## config.mk

```make
export PLATFORM = sky130hd
export DESIGN_NAME = axi_irq_ctrl
export DESIGN_NICKNAME = d
export VERILOG_FILES = /design/src/rtl/axi_irq_ctrl_pkg.sv /design/src/rtl/axi_irq_ctrl.sv
export SDC_FILE = /design/constraint.sdc
export NUM_CORES = 1
export LEC_CHECK = 0
export CAP_MARGIN = 20
export CORE_MARGIN = 2
export CORE_UTILIZATION = 42
export DETAILED_ROUTE_END_ITERATION = 10
export PLACE_DENSITY = 0.81
export REMOVE_ABC_BUFFERS = 1
export SLEW_MARGIN = 20
export SYNTH_ARGS = -nofsm -noshare
export SYNTH_HDL_FRONTEND = slang
export SYNTH_SLANG_ARGS = --single-unit
```

## constraint.sdc

```tcl
create_clock -name clk -period 2.4 [get_ports clk]
set_input_delay 0.48 -clock clk [delete_from_list [all_inputs] [get_ports clk]]
set_output_delay 0.48 -clock clk [all_outputs]
set_load 0.01 [all_outputs]
```

## src/rtl/axi_irq_ctrl_pkg.sv

```systemverilog
// axi_irq_ctrl_pkg: register map, response codes and FSM state types for the AXI-lite interrupt controller
package axi_irq_ctrl_pkg;

    localparam logic [31:0] IRQC_RAW_OFFS_p     = 32'h000;
    localparam logic [31:0] IRQC_PENDING_OFFS_p = 32'h004;
    localparam logic [31:0] IRQC_ENABLE_OFFS_p  = 32'h008;
    localparam logic [31:0] IRQC_TRIGGER_OFFS_p = 32'h00C;
    localparam logic [31:0] IRQC_ACTIVE_OFFS_p  = 32'h010;

    localparam logic [1:0] RESP_OKAY   = 2'b00;
    localparam logic [1:0] RESP_SLVERR = 2'b10;

    typedef enum logic {WR_IDLE, WR_RESP} wr_state_e;
    typedef enum logic {RD_IDLE, RD_DATA} rd_state_e;

    typedef enum logic [2:0] {
        REG_RAW,
        REG_PENDING,
        REG_ENABLE,
        REG_TRIGGER,
        REG_ACTIVE,
        REG_NONE
    } reg_sel_e;

    function automatic reg_sel_e decode_addr(input logic [31:0] addr);
        return (addr == IRQC_RAW_OFFS_p)     ? REG_RAW     :
               (addr == IRQC_PENDING_OFFS_p) ? REG_PENDING :
               (addr == IRQC_ENABLE_OFFS_p)  ? REG_ENABLE  :
               (addr == IRQC_TRIGGER_OFFS_p) ? REG_TRIGGER :
               (addr == IRQC_ACTIVE_OFFS_p)  ? REG_ACTIVE  : REG_NONE;
    endfunction

endpackage

```

## src/rtl/axi_irq_ctrl.sv

```systemverilog
// axi_irq_ctrl: AXI4-lite interrupt controller with level/edge pending bits, enable mask and a registered CPU irq
module axi_irq_ctrl
    import axi_irq_ctrl_pkg::*;
#(
    parameter int AXI_ADDR_BW_p = 12,
    parameter int IRQ_NBR_p     = 8
) (
    input  logic                     clk,
    input  logic                     rst_n,
    input  logic [AXI_ADDR_BW_p-1:0] i_axi_awaddr,
    input  logic                     i_axi_awvalid,
    input  logic [31:0]              i_axi_wdata,
    input  logic                     i_axi_wvalid,
    input  logic                     i_axi_bready,
    input  logic [AXI_ADDR_BW_p-1:0] i_axi_araddr,
    input  logic                     i_axi_arvalid,
    input  logic                     i_axi_rready,
    output logic                     o_axi_awready,
    output logic                     o_axi_wready,
    output logic [1:0]               o_axi_bresp,
    output logic                     o_axi_bvalid,
    output logic                     o_axi_arready,
    output logic [31:0]              o_axi_rdata,
    output logic [1:0]               o_axi_rresp,
    output logic                     o_axi_rvalid,
    input  logic [IRQ_NBR_p-1:0]     i_irq_src,
    output logic                     o_irq
);

    // Registers are kept 32 bits wide; bits above IRQ_NBR_p are forced to 0 by this mask
    localparam logic [31:0] IRQ_MASK_p = 32'((33'd1 << IRQ_NBR_p) - 33'd1);

    wr_state_e   wr_state_q, wr_state_d;
    rd_state_e   rd_state_q, rd_state_d;
    reg_sel_e    wsel, rsel;
    logic        wr_hs, rd_hs, irq_q;
    logic [1:0]  bresp_q, rresp_q;
    logic [31:0] rdata_q, rd_mux;
    logic [31:0] src_w, src_q, rise, w1c;
    logic [31:0] pending_q, pending_d, enable_q, trigger_q, active;

    assign wsel   = decode_addr(32'(i_axi_awaddr));
    assign rsel   = decode_addr(32'(i_axi_araddr));
    assign src_w  = 32'(i_irq_src);
    assign active = pending_q & enable_q;
    assign rise   = src_w & ~src_q;
    assign w1c    = (wr_hs && wsel == REG_PENDING) ? (i_axi_wdata & IRQ_MASK_p) : '0;

    // Edge bits: a new rising edge beats a simultaneous W1C. Level bits simply follow the source.
    assign pending_d = (trigger_q & ((pending_q & ~w1c) | rise)) | (~trigger_q & src_w);

    always_comb begin
        rd_mux = (rsel == REG_RAW)     ? src_w     :
                 (rsel == REG_PENDING) ? pending_q :
                 (rsel == REG_ENABLE)  ? enable_q  :
                 (rsel == REG_TRIGGER) ? trigger_q :
                 (rsel == REG_ACTIVE)  ? active    : '0;
    end

    always_comb begin
        wr_hs      = (wr_state_q == WR_IDLE) && i_axi_awvalid && i_axi_wvalid;
        wr_state_d = wr_hs ? WR_RESP :
                     (wr_state_q == WR_RESP && i_axi_bready) ? WR_IDLE : wr_state_q;
    end

    always_comb begin
        rd_hs      = (rd_state_q == RD_IDLE) && i_axi_arvalid;
        rd_state_d = rd_hs ? RD_DATA :
                     (rd_state_q == RD_DATA && i_axi_rready) ? RD_IDLE : rd_state_q;
    end

    always_ff @(posedge clk or negedge rst_n) begin
        if (!rst_n) begin
            wr_state_q <= WR_IDLE;
            rd_state_q <= RD_IDLE;
        end else begin
            wr_state_q <= wr_state_d;
            rd_state_q <= rd_state_d;
        end
    end

    // src_q only tracks edge-mode sources, so a source already high becomes an edge once TRIGGER is set
    always_ff @(posedge clk or negedge rst_n) begin
        if (!rst_n) begin
            src_q     <= '0;
            pending_q <= '0;
            enable_q  <= '0;
            trigger_q <= '0;
            irq_q     <= 1'b0;
            bresp_q   <= RESP_OKAY;
            rresp_q   <= RESP_OKAY;
            rdata_q   <= '0;
        end else begin
            src_q     <= src_w & trigger_q;
            pending_q <= pending_d;
            irq_q     <= |active;
            if (wr_hs && wsel == REG_ENABLE)
                enable_q <= i_axi_wdata & IRQ_MASK_p;
            if (wr_hs && wsel == REG_TRIGGER)
                trigger_q <= i_axi_wdata & IRQ_MASK_p;
            if (wr_hs)
                bresp_q <= (wsel == REG_NONE) ? RESP_SLVERR : RESP_OKAY;
            if (rd_hs) begin
                rdata_q <= rd_mux;
                rresp_q <= (rsel == REG_NONE) ? RESP_SLVERR : RESP_OKAY;
            end
        end
    end

    assign o_axi_awready = wr_hs;
    assign o_axi_wready  = wr_hs;
    assign o_axi_bvalid  = (wr_state_q == WR_RESP);
    assign o_axi_bresp   = bresp_q;
    assign o_axi_arready = rd_hs;
    assign o_axi_rvalid  = (rd_state_q == RD_DATA);
    assign o_axi_rdata   = rdata_q;
    assign o_axi_rresp   = rresp_q;
    assign o_irq         = irq_q;

endmodule
```

-- Word level (Yosys, flattened, before mapping)
Index checks and enable logic that the tools add are counted.
- eq/ne operators: 17
- bitwise logic cells: 13
- multiplexer cells: 22
- reduce and logical (&&, ||, !) cells: 14
- operator list (operator ; number):
    two-way mux 32 bit ; 5
    inverter 8 -> 32 bit ; 3
    AND 32 x 8 -> 32 bit ; 2
    AND 8 x 32 -> 32 bit ; 2
    OR 32 bit ; 2
    == test 12 x 4 -> 1 bit (second input constant) ; 4
    AND 32 bit ; 1
    OR reduction 32 bit ; 1
    == test 12 x 3 -> 1 bit (second input constant) ; 2
    == test 12 x 5 -> 1 bit (second input constant) ; 2
    zero test 12 bit ; 2
    two-way mux 3 bit ; 8
    == test 3 x 2 -> 1 bit (second input constant) ; 4
    == test 3 bit (second input constant) ; 3
    AND 8 bit ; 1
    logical AND 1 bit ; 8
    two-way mux 8 bit ; 1
    == test 3 x 1 -> 1 bit (second input constant) ; 2
    two-way mux 1 bit ; 6
    two-way mux 2 bit ; 2
    nonzero test 2 bit ; 2
    zero test 3 bit ; 1
    inverter 1 bit ; 2
- output and inout bits: 42
- register bits: 95
- bits of input ports: 71
- logic and storage cells: 76

-- Longest topological paths before layout
- word-level depth: 14
- mapped depth: 6
- mapped depth without buffers: 4

-- Least setup slack after synthesis
No wires, ideal clock.
- kind: input to register
- start point: input port i_axi_awaddr[10]
- end point: register enable_q[0]
- slack: 565 ps
- arrival time: 1710 ps
- setup time: 125 ps
- buffers on the path: 0
- data required time: 2275 ps
- cell stages on the path: 4
- cell sequence: nor4_1 > nand3_1 > nor3_4 > mux2_2
- word-level cells in the longest chain between the ends: 8
- ends and longest elaborated chain (element ; line ; RTL):
    start: declaration ; axi_irq_ctrl.sv:10 ; input logic [AXI_ADDR_BW_p-1:0] i_axi_awaddr,
    == test 12 x 5 -> 1 bit ; axi_irq_ctrl_pkg.sv:30 ; (addr == IRQC_ACTIVE_OFFS_p) ? REG_ACTIVE : REG_NONE;
    two-way mux 1 bit ; axi_irq_ctrl_pkg.sv:30 ;
    two-way mux 3 bit ; axi_irq_ctrl_pkg.sv:29 ; (addr == IRQC_TRIGGER_OFFS_p) ? REG_TRIGGER :
    two-way mux 3 bit ; axi_irq_ctrl_pkg.sv:28 ; (addr == IRQC_ENABLE_OFFS_p) ? REG_ENABLE :
    two-way mux 3 bit ; axi_irq_ctrl_pkg.sv:27 ; (addr == IRQC_PENDING_OFFS_p) ? REG_PENDING :
    two-way mux 3 bit * ; axi_irq_ctrl_pkg.sv:26 ; return (addr == IRQC_RAW_OFFS_p) ? REG_RAW :
    == test 3 x 2 -> 1 bit * ; axi_irq_ctrl.sv:97 ; if (wr_hs && wsel == REG_ENABLE)
    logical AND 1 bit * ; axi_irq_ctrl.sv:97 ;
    end signal: assignment ; axi_irq_ctrl.sv:98 ; enable_q <= i_axi_wdata & IRQ_MASK_p;
    end: declaration ; axi_irq_ctrl.sv:40 ; logic [31:0] pending_q, pending_d, enable_q, trigger_q, active;
Every way passes the cells marked *; elsewhere a longest branch is shown, timed or not.
A chain may end at the register's enable or synchronous reset.

-- Worst setup path in the final report
- start point: input port i_axi_wvalid
- end point: output port o_axi_wready
- word-level cells in the longest chain between the ends: 1
- ends and longest elaborated chain (element ; line ; RTL):
    start: declaration ; axi_irq_ctrl.sv:13 ; input logic i_axi_wvalid,
    logical AND 1 bit ; axi_irq_ctrl.sv:61 ; wr_hs = (wr_state_q == WR_IDLE) && i_axi_awvalid && i_axi_wvalid;
    end: declaration ; axi_irq_ctrl.sv:19 ; output logic o_axi_wready,
Every way passes these cells.

==> results.tsv <==
stage	metric	value	unit
timing	Final Hold Fails	0	
logic_synthesis	Area contributors post-synth	dfrtp_1 46%, buf_4 8.3%, mux2_2 6.0%	
worst_setup_path	Req. time, crit path	1.92	ns
grt	GRT met3 Usage	0.0393	
pwr	power per cell area	508	mW/mm^2
logic_synthesis	synth warn	0	
floorplanning	die area	0.00647	mm^2
worst_setup_path	CP Capture Type	output port	
grt	met2 Use GR	0.338	
timing	Final Slew Violations	0	
logic_synthesis	Post-synth EDFFs	0	
clock_network	Clock transition at path regs	0.09	ns
clock_network	CTS Hold Buffers Added	0	
placed_design	routability cong.	0.818	
clock_network	clock sinks	45	
worst_setup_path	Startpoint Class	input pin	
timing	Tmin final	2.22	ns
timing	setup ws final	0.181	ns
drt	DR iter-0 viols	198	
pwr	LEAKAGE	0.00142	uW
clock_network	Clock Latency Late Sink	0.30	ns
grt	gr usage total	0.200	
timing	final setup skew	0.00676	ns
logic_synthesis	most numerous cell in the Yosys netlist	dfrtp_1	
logic_synthesis	post-synth top area cell	dfrtp_1	
worst_setup_path	critical path arrival	1.74	ns
placed_design	pre-CTS WS	0.0494	ns
logic_synthesis	syn_area_per_cell	10.8	um^2
grt	initial antenna violation count	0	
drt	wire per inst	16.4	um
timing	Fin Setup TNS	0	ns
drt	drt pass-1 iters	5	
grt	busiest grt layer	met2	
clock_network	clock root buffer	clkbuf_8	
logic_synthesis	Cells after Synth	227	
worst_setup_path	CP Max Fanout	4	
logic_synthesis	Synth top area share	0.459	
clock_network	Longest Clk Path Bufs	2	
drt	total vias in the final route	2126	
logic_synthesis	Yosys reg bits	45	
grt	first-pass GRT wire length	9920	um
final_layout	Non-Filler Instances	375	
clock_network	TritonCTS clock tree	done	
grt	M1 GR Usage	0.250	
final_layout	layout cells sized above 1	0.175	
floorplanning	CORE AREA	0.00557	mm^2
timing	actual slew at the worst max-slew pin	0.622	ns
job	max-cap violations	0	
logic_synthesis	ys async rst share	1.00	
drt	final wirelength	6140	um
final_layout	# diodes	0	
clock_network	CTS-repair resized insts	0	
logic_synthesis	Synth top cells by count	45 x dfrtp_1, 27 x buf_4, 16 x a21oi_1, 13 x mux2_2, 12 x a22oi_1	
logic_synthesis	mapped cell area	0.00245	mm^2
final_layout	P&R area growth vs syn	35.1	%
logic_synthesis	register area share after synthesis	0.459	
floorplanning	io pins	113	
pwr	worst vdd ir	0.299	mV
grt	grt ovf	0	
worst_setup_path	reg2reg path depth	5	
placed_design	placed cell count	367	
floorplanning	num rows	27	
drt	antenna viol nets, final	0	
grt	number of global-route vias before repair	2115	
logic_synthesis	Yosys cell types	37	
placed_design	PortBufs	62	
grt	largest net degree at the start of global routing	29	
floorplanning	chip width	80.5	um
clock_network	post-CTS setup buffers	0	
min_path	class of the worst hold path	input pin to asynchronous set/reset pin	
timing	Worst slew margin	0.586	
run_status	status	complete, no violations	
floorplanning	initial core utilization	0.440	
timing	fmax	451	MHz
timing	# setup viols final	0	
timing	RSZ-0062 raised after global routing	no	
final_layout	nets	373	
clock_network	Inserted Clock Buffers	5	
logic_synthesis	top_reg_cell synth	dfrtp_1	
drt	DRC violations left	0	
timing	Tcrit/Tclk final	0.925	
drt	vias per cell	5.67	
final_layout	number of fill cells	476	
placed_design	DP Wirelength	4440	um
clock_network	H-tree lvl count	2	
floorplanning	Die Ht	80.5	um
worst_setup_path	CP Class	input pin to output port	
## cell families after synthesis
kind of cell / count (synthesis) / share of synthesized area
AO/OA/AOI/OAI: 58 / 0.165
multiplexers: 16 / 0.0734
AND/OR/NAND/NOR: 65 / 0.194
other: 1 / 0.00153
buffers and inverters: 42 / 0.107
flip-flops: 45 / 0.459
## placed cells by master (no fill, tap or decap), drive strengths merged, types with 9 or more instances in the layout
| cell | count |
|---|---|
| a21oi | 16 |
| a22oi | 12 |
| dfrtp | 45 |
| conb | 26 |
| nand2 | 9 |
| buf | 19 |
| mux2 | 16 |
| clkdlybuf4s50 | 61 |
| nand3b | 9 |
| nand3 | 9 |
## per-layer routing
metal | vias to the layer above | wire length, um
li1 | 946 | -
met1 | 1034 | 2560
met2 | 128 | 2890
met3 | 18 | 576
met4 | 0 | 123
met5 | - | 0
## flip-flops by register name, summed over array words and instances, names as in the netlist
register and count:
enable_q 8, pending_q 8, o_irq 1, o_axi_bvalid 1
src_q 8, o_axi_bresp 1, o_axi_rvalid 1, trigger_q 8
o_axi_rdata 8, o_axi_rresp 1
## worst max-delay path, stage by stage
cell and delay, ns:
clkdlybuf4s50_1 0.50, nand3b_4 0.10, inv_1 0.11, clkdlybuf4s50_1 0.55
## worst paths after layout
check | end | slack (ns) | startpoint
min in group clk | o_axi_rdata[3]$_DFFE_PN0P_ | 0.53 | o_axi_rdata[3]$_DFFE_PN0P_
worst min register to register | o_axi_rdata[3]$_DFFE_PN0P_ | 0.53 | o_axi_rdata[3]$_DFFE_PN0P_
worst max-delay path | o_axi_wready | 0.18 | i_axi_wvalid
max in group asynchronous | src_q[0]$_DFF_PN0_ | 1.61 | rst_n
worst max register to register | trigger_q[0]$_DFFE_PN0P_ | 0.59 | o_axi_bvalid$_DFFE_PN0P_
worst min-delay path | src_q[2]$_DFF_PN0_ | 0.18 | rst_n
## where the power goes
group	switching, uW	internal (uW)
Clock	265	414
Combinational	111	115
Sequential	12.0	770
Total	388	1300
## area by class of cell
cell class | count | area [um^2] | share of cell area
Multi-Input combinational cell | 165 | 1160 | 0.350
Sequential cell | 45 | 1130 | 0.339
Timing Repair Buffer | 80 | 788 | 0.238
Tap cell | 72 | 90.1 | 0.0272
Clock buffer | 5 | 68.8 | 0.0207
Clock inverter | 3 | 65.1 | 0.0196
Inverter | 5 | 18.8 | 0.00566
## metrics by stage
step	total power (uW)	instance area (um^2)	hold slack (ns)	util
floorplan	858	2300	0.184	-
global placement	1010	3180	0.492	0.571
detailed placement	1020	3180	0.512	0.571
CTS	1690	3320	0.196	0.595
global route	1750	3320	0.221	0.595
finish	1690	3320	0.178	0.595
Power figures use the tool's default switching activity.
